$ cat config.mk
export PLATFORM = sky130hd
export DESIGN_NAME = qerv_operand_ser
export DESIGN_NICKNAME = d
export VERILOG_FILES = /design/src/rtl/qerv_operand_ser.sv
export SDC_FILE = /design/constraint.sdc
export NUM_CORES = 1
export LEC_CHECK = 0
export CAP_MARGIN = 15
export CORE_MARGIN = 3
export CORE_UTILIZATION = 44
export CTS_BUF_LIST = sky130_fd_sc_hd__clkbuf_16
export DETAILED_ROUTE_END_ITERATION = 16
export GPL_ROUTABILITY_DRIVEN = 0
export GPL_TIMING_DRIVEN = 0
export PLACE_DENSITY = 0.73
export SYNTH_ARGS = -nofsm -noshare
export SYNTH_HDL_FRONTEND = slang
export SYNTH_SLANG_ARGS = --single-unit
$ cat constraint.sdc
create_clock -name clk -period 1.97 [get_ports clk]
set_input_delay 0.197 -clock clk [delete_from_list [all_inputs] [get_ports clk]]
set_output_delay 0.197 -clock clk [all_outputs]
set_load 0.05 [all_outputs]
$ cat src/rtl/qerv_operand_ser.sv
// rtl/qerv_operand_ser.sv - serializes two 32-bit operands into W-bit chunks for the bit-serial ALU and reassembles its result word
module qerv_operand_ser #(
    parameter int W = 1,
    parameter int B = W - 1
) (
    input  logic        clk,
    input  logic        i_rst_n,
    input  logic        i_valid,
    output logic        o_ready,
    input  logic [31:0] i_rs1,
    input  logic [31:0] i_op_b,
    output logic        o_en,
    output logic        o_cnt0,
    output logic        o_cnt_last,
    output logic [B:0]  o_rs1,
    output logic [B:0]  o_op_b,
    input  logic [B:0]  i_rd,
    input  logic        i_cmp,
    output logic        o_valid,
    input  logic        i_ready,
    output logic [31:0] o_rd,
    output logic        o_cmp
);

    localparam int         N        = 32 / W;
    localparam logic [4:0] CNT_LAST = 5'(N - 1);

    typedef enum logic [1:0] {
        IDLE,
        RUN,
        DONE
    } state_t;

    state_t      state;
    state_t      state_nxt;
    logic [4:0]  cnt;
    logic [31:0] rs1_sr;
    logic [31:0] opb_sr;
    logic [31:0] rd_sr;
    logic        cmp_q;
    logic        accept;
    logic        running;
    logic        last;

    assign accept  = (state == IDLE) & i_valid;
    assign running = (state == RUN);
    assign last    = running & (cnt == CNT_LAST);

    always_ff @(posedge clk or negedge i_rst_n) begin
        if (!i_rst_n) begin
            state <= IDLE;
        end else begin
            state <= state_nxt;
        end
    end

    always_comb begin
        state_nxt = state;
        case (state)
            IDLE: if (i_valid) state_nxt = RUN;
            RUN:  if (cnt == CNT_LAST) state_nxt = DONE;
            DONE: if (i_ready) state_nxt = IDLE;
            default: state_nxt = IDLE;
        endcase
    end

    // Result enters at the top so that after N chunks the first one lands in bits [B:0].
    always_ff @(posedge clk or negedge i_rst_n) begin
        if (!i_rst_n) begin
            cnt    <= '0;
            rs1_sr <= '0;
            opb_sr <= '0;
            rd_sr  <= '0;
            cmp_q  <= 1'b0;
        end else if (accept) begin
            rs1_sr <= i_rs1;
            opb_sr <= i_op_b;
            cnt    <= '0;
        end else if (running) begin
            rs1_sr <= rs1_sr >> W;
            opb_sr <= opb_sr >> W;
            rd_sr  <= {i_rd, rd_sr[31:W]};
            if (last) begin
                cmp_q <= i_cmp;
            end else begin
                cnt <= cnt + 5'd1;
            end
        end
    end

    assign o_ready    = (state == IDLE);
    assign o_en       = running;
    assign o_cnt0     = running & (cnt == 5'd0);
    assign o_cnt_last = last;
    assign o_rs1      = running ? rs1_sr[B:0] : '0;
    assign o_op_b     = running ? opb_sr[B:0] : '0;
    assign o_valid    = (state == DONE);
    assign o_rd       = rd_sr;
    assign o_cmp      = cmp_q;

endmodule

Word level (Yosys, flattened, before mapping) --
Cells that the tools add are included.
Word-level totals: register bits 104, logic and storage cells 38, output and inout port bits 40
Cells by class: reduce and logical (&&, ||, !) cells 7, bitwise gates (word level) 4, muxes and demuxes 13, add/sub/neg operators 1, eq/ne operators 7
Operators with widths (count):
- two-way mux 32 bit | 4
- two-way mux 5 bit | 3
- two-way mux 2 bit | 3
- inequality test 2 x 1 -> 1 bit, second input constant | 3
- one-hot mux 2 bit (3 select lines) | 1
- AND reduction 3 bit | 2
- adder 5 x 1 -> 5 bit, second input constant | 1
- == test 5 bit, second input constant | 1
- logical NOT 5 bit | 1
- AND reduction 2 bit | 2
- AND 1 bit | 3
- == test 2 x 1 -> 1 bit, second input constant | 1
- == test 2 bit, second input constant | 1
- logical NOT 2 bit | 1
- two-way mux 1 bit | 2
- inequality test 2 bit, second input constant | 1
- nonzero test 2 bit | 1
- inverter 1 bit | 1

Logic depth before layout (Yosys ltp) --
Gate-level depths: netlist of the first run.
depth in word-level cells 5, gate-level depth with buffers 7, depth with buffers taken out 6

Worst setup path before layout of the first run --
No wires, ideal clock.
path type register -> output, start register state[1], end output port o_cnt0, stages on the path, launching flop included 7, data arrival time 2069 ps, required time 1773 ps, path slack -296 ps, cells stage by stage dfrtp_1 > nand2b_1 > buf_4 > inv_4 > buf_4 > nand3b_1 > nor3_1
On the way: word-level cells in the longest chain between the ends 2
Ends and longest elaborated chain:
- start, declared | RTL line 34 | state_t state;
- start signal, assigned | RTL line 53 | state <= state_nxt;
- == test 2 x 1 -> 1 bit | RTL line 46 | assign running = (state == RUN);
- AND 1 bit | RTL line 93 | assign o_cnt0 = running & (cnt == 5'd0);
- end, declared | RTL line 13 | output logic o_cnt0,
No other way between the ends.

Final worst setup path of the first run --
Same ends and word-level chain as after synthesis.

==> run summary, run 1 <==
Synth Area in Adders -> 0.008706
Final setup viols -> 1
Final Cell Area -> 0.005951 sq mm
static leakage -> 2.963 nW
Nets -> 650
Layout Cells excl Fill -> 711
WL met3 -> 659 microns
Synth Area in Compound Gates -> 0.1172
CP endpoint kind -> output port
period utilization -> 1.016
unrepaired setup endpoints after global routing -> true
Ant. Diodes -> 0
Post-DP Area -> 0.005594 sq mm
grt total ovfl -> 0
Initial Util -> 0.4601
detailed-route wire length per cell -> 13.87 microns
antenna-violating nets left -> 0
Clock Tree Root -> clkbuf_16
largest family of logic cells by synthesized area -> simple AND/OR/NAND/NOR gates
Synth Warn # -> 0
simple-gate share of the synthesized area -> 0.2197
Die ar. -> 0.01102 sq mm
Routed WL -> 9.861 mm
Clock Sinks -> 104
post-synth top area share -> 0.6036
Tightest Pin Transition -> 796.5 ps
met1 WL -> 4.377 mm
mux contribution to synthesized area -> 0.007545
worst vdd ir -> 0.0007234 V
vias per cell -> 5.003
Clk Latency, worst-skew pair -> 330 ps
met2 WL post-DR -> 4.713 mm
most frequent cells in the layout -> nand2_1 (225), dfrtp_1 (103), clkdlybuf4s50_1 (101), a22oi_1 (62), buf_4 (13)
Die Width -> 105.0 microns
commonest non-fill, non-tap cell in the layout -> nand2_1
DRT iter0 DRCs -> 162
Synth Instances -> 452
DRC -> 0
pre-CTS WS -> -419.3 ps
share of cells above drive strength 1 -> 0.08419
Worst Setup Path Type -> reg2out
failing checks -> negative setup slack
die height -> 105.0 microns
Rows -> 35
Synth Area in XOR/XNOR -> 0.002031
total CTS buffers -> 9
Post-Route Utilization -> 0.6350
CTS tree -> yes
Slew HR -> 0.4679
synthesized net count -> 525
fill count -> 807
IO Count -> 110
Netlist cell types -> 26
Hold Fails Final Rpt -> 0
First-pass DRT Iterations -> 6
Fin Hold WS -> 376.9 ps
total core area -> 0.009371 sq mm
H-tree levels -> 3
gr usage total -> 0.1856
vias in the first global route -> 3,516
Worst Hold Class -> in2async
clk slew on worst S/H paths -> 70 ps
max cap viols -> 0
dpl cells -> 691
post-synth top area cell -> dfrtp_1
fmax -> 499.4 MHz
final slew viol count -> 0
total number of vias -> 3,557
WP data required -> 1770 ps
status -> complete, but fails checks
Avg Cell Area, Syn -> 9.539 sq um
crit path max fanout -> 10
fin worst setup slack -> -32.28 ps
Port Buffer Count -> 109
CTS max path bufs -> 2
area grow syn2layout -> 38.02%
largest net degree at the start of global routing -> 69
sequential share of the synthesized area -> 0.6036
TNS Setup -> -32.28 ps
total power -> 9.645 mW
crit start category -> flip-flop
arrival time at the worst endpoint -> 1810 ps
max layer used -> met4
first-pass GRT wire length -> 16.92 mm
skew final -> 6.635 ps
synth top area cells -> dfrtp_1 (60%), nand2_1 (20%), a22oi_1 (11%), buf_4 (1.4%), buf_2 (1.3%)
placed wire-length estimate -> 7.024 mm
synthesized flop and latch total -> 104
minimum clock period -> 2002 ps
PwrDens -> 1621 mW/mm^2
post-synthesis instance area -> 0.004312 sq mm
initial antenna violation count -> 0
==> registers in the layout (all words and copies together), names as in the netlist <==
register / flops
o_cmp: 1
rs1_sr: 32
state: 2
opb_sr: 32
o_rd: 32
cnt: 5
==> layer usage <==
metal / track usage / vias to the layer above
met3: 0.04756 / 11
met2: 0.2984 / 102
met5: 0 / -
met1: 0.2521 / 1708
met4: 0.04686 / 0
li1: - / 1736
==> synthesized netlist by cell type (all sizes together) <==
cell / count
o21ai: 3
nor3: 1
nor4bb: 1
buf: 20
nand2b: 3
ha: 3
a22oi: 62
nor2: 3
nand3b: 1
a22o: 2
mux2i: 1
dfrtp: 104
nand2: 225
xnor2: 1
nand4: 1
and2: 2
o21bai: 1
clkbuf: 7
and3: 1
mux2: 2
nor3b: 2
inv: 6
==> critical path, stage by stage, from the launching register on <==
cell      delay, ps
dfrtp_2         440
nand2b_1        160
buf_6           150
inv_8            90
buf_8           130
nand3b_1         90
nor3_2          210
buf_6           190
==> logic make-up after synthesis <==
family / count (synthesis)
xor gates and xnor gates: 1
buffers and inverters: 33
AOI/OAI and AO/OA: 68
DFF: 104
adders and majority gates: 3
muxes: 3
and+or+nand+nor: 240
==> where the power goes <==
group	switching, mW	total, mW	internal [mW]
combinational	2.57	4.14	1.57
clock	0.759	1.86	1.11
sequential	0.586	3.64	3.05
total	3.91	9.65	5.73
==> final timing paths <==
| path | start | end | slack, ps | cells past startpoint |
|---|---|---|---|---|
| min in group clk | i_rs1[31] | rs1_sr[31] | 430 | 3 |
| worst max register to register | cnt[1] | cnt[0] | 60 | 6 |
| worst max-delay path | state[1] | o_cnt0 | -30 | 7 |
| worst min register to register | rs1_sr[1] | rs1_sr[1] | 480 | 2 |
| max in group asynchronous | i_rst_n | cnt[3] | 890 | 3 |
| worst min-delay path | i_rst_n | o_rd[26] | 380 | 2 |
==> cell type report <==
| cell class | instances | area [sq um] | area share |
|---|---|---|---|
| tap | 129 | 161.4 | 0.02712 |
| buffer | 27 | 163.9 | 0.02754 |
| clock buffer | 9 | 225.2 | 0.03785 |
| sequential | 104 | 2604 | 0.4376 |
| multi-input combinational | 315 | 1536 | 0.2582 |
| inverter | 6 | 30.03 | 0.005046 |
| clock inverter | 7 | 88.84 | 0.01493 |
| timing repair buffer | 114 | 1141 | 0.1918 |
==> what timing repair did <==
item	4_1_cts	5_1_grt
endpoints found under the hold margin	36	0
buffers inserted	0	3
resized for setup	33	6
gates cloned	0	0
hold buffers	1	0
pin swaps	0	1
setup endpoints to repair	6	7
Power figures use the tool's default switching activity.
==> run 2, diff against run 1 <==
--- a/config.mk
+++ b/config.mk
@@ -12,7 +12,8 @@
 export DETAILED_ROUTE_END_ITERATION = 16
 export GPL_ROUTABILITY_DRIVEN = 0
 export GPL_TIMING_DRIVEN = 0
-export PLACE_DENSITY = 0.73
+export PLACE_DENSITY = 0.76
+export SETUP_SLACK_MARGIN = 0.4
 export SYNTH_ARGS = -nofsm -noshare
 export SYNTH_HDL_FRONTEND = slang
 export SYNTH_SLANG_ARGS = --single-unit
==> run summary, run 2 (synthesized netlist as in run 1, its figures left out) <==
status -> complete, no violations
Most Frequent Cell on Critical Path -> buf_8
period utilization -> 0.9135
final slew viol count -> 0
CTS tree -> yes
clk slew on worst S/H paths -> 70 ps
Worst Setup Path Type -> reg2out
area grow syn2layout -> 46.92%
placed wire-length estimate -> 6.856 mm
Initial Util -> 0.4601
initial antenna violation count -> 0
die height -> 105.0 microns
CTS max path bufs -> 2
Buf/Inv on CP -> 4
Worst Hold Class -> in2async
antenna-violating nets left -> 0
vias in the first global route -> 3,530
total CTS buffers -> 9
max cap viols -> 0
DRT iter0 DRCs -> 169
vias per cell -> 5.048
Rows -> 35
Clock Sinks -> 104
detailed-route wire length per cell -> 14.17 microns
share of cells above drive strength 1 -> 0.1653
Routed WL -> 10.40 mm
dpl cells -> 691
total number of vias -> 3,705
crit path max fanout -> 4
Ant. Diodes -> 0
Final setup viols -> 0
Clk Latency, worst-skew pair -> 340 ps
Slew HR -> 0.6602
CP max stage cell -> dfrtp_2
skew final -> 6.793 ps
max incr delay on CP -> 410 ps
fmax -> 555.7 MHz
worst vdd ir -> 0.0007004 V
grt total ovfl -> 0
Layout Cells excl Fill -> 734
unrepaired setup endpoints after global routing -> true
Hold Fails Final Rpt -> 0
CP endpoint kind -> output port
Port Buffer Count -> 109
Nets -> 673
gr usage total -> 0.1861
first-pass GRT wire length -> 16.77 mm
DRC -> 0
H-tree levels -> 3
Tightest Pin Transition -> 511.8 ps
most frequent cells in the layout -> nand2_1 (224), dfrtp_1 (102), clkdlybuf4s50_1 (68), a22oi_1 (52), dlygate4sd2_1 (33)
arrival time at the worst endpoint -> 1600 ps
Cell Chain, Critical Path -> nand2b_4 > buf_8 > inv_8 > buf_8 > nand3b_1 > nor3_4 > buf_6
Die Width -> 105.0 microns
IO Count -> 110
largest net degree at the start of global routing -> 74
PwrDens -> 1597 mW/mm^2
crit start category -> flip-flop
Fin Hold WS -> 336.5 ps
commonest non-fill, non-tap cell in the layout -> nand2_1
minimum clock period -> 1800 ps
static leakage -> 3.240 nW
WP data required -> 1770 ps
total core area -> 0.009371 sq mm
CP top delay family -> buffers and inverters
Die ar. -> 0.01102 sq mm
Clock Tree Root -> clkbuf_16
First-pass DRT Iterations -> 5
[run 2: cell types whose count changed in the layout (fill, tap and decap cells not counted), moves of 10 or more]
cell,change
buf_8,+10
a22oi_2,+10
a22oi_1,-10
dlygate4sd2_1,+32
clkdlybuf4s50_1,-33
buf_4,+11
[run 2: per-layer routing]
metal  wire length [microns]  vias up  share of wire  track usage
met1                    4591     1796           0.44       0.2456
met3                     752        2          0.072      0.05930
met2                    5029      119           0.48       0.2984
li1                        -     1788              -            -
met5                       0        -              0            0
met4                      27        0         0.0026      0.04780
[run 2: final timing paths]
path	startpoint	endpoint	slack [ps]	depth (start not counted)
worst max-delay path	state[1]	o_cnt0	170	7
worst min-delay path	i_rst_n	o_rd[6]	340	2
worst max register to register	cnt[1]	cnt[0]	260	6
worst min register to register	rs1_sr[2]	rs1_sr[2]	480	2
max in group asynchronous	i_rst_n	opb_sr[17]	920	3
min in group clk	i_rd	o_rd[31]	420	3
[run 2: metrics by stage]
step	instance area, sq um	power, mW	worst slack [ps]	util	setup TNS (ps)
floorplan	4355	6.439	291.4	-	0
global placement	5608	7.689	-3563	0.5984	-332220
detailed placement	5633	7.841	-376.1	0.6011	-978.2
CTS	6072	9.787	127.9	0.6479	0
global route	6335	10.77	125.9	0.6760	0
finish	6335	10.12	170.5	0.6760	0
[run 2: cell type report]
class                           count  area, sq um
Buffer                             27        236.5
Clock buffer                        9        225.2
Clock inverter                      7        87.58
Fill cell                         794         3037
Inverter                            6        30.03
Multi-Input combinational cell    315         1645
Sequential cell                   104         2605
Tap cell                          129        161.4
Timing Repair Buffer              137         1344
[run 2: what timing repair did]
| item | CTS | global route |
|---|---|---|
| endpoints found under the setup margin | 107 | 74 |
| hold endpoints to repair | 31 | 0 |
| gates resized for setup | 93 | 47 |
| hold buffers | 1 | 0 |
| cloned | 0 | 2 |
| setup buffers | 13 | 11 |
| pin swaps | 8 | 15 |
[run 2: report_power, final]
group	total, mW	switching, mW	internal [mW]	leakage (nW)
registers	3.66	0.603	3.05	1.33
logic	4.59	2.73	1.86	1.76
clock network	1.87	0.768	1.10	0.152
total	10.1	4.10	6.02	3.24
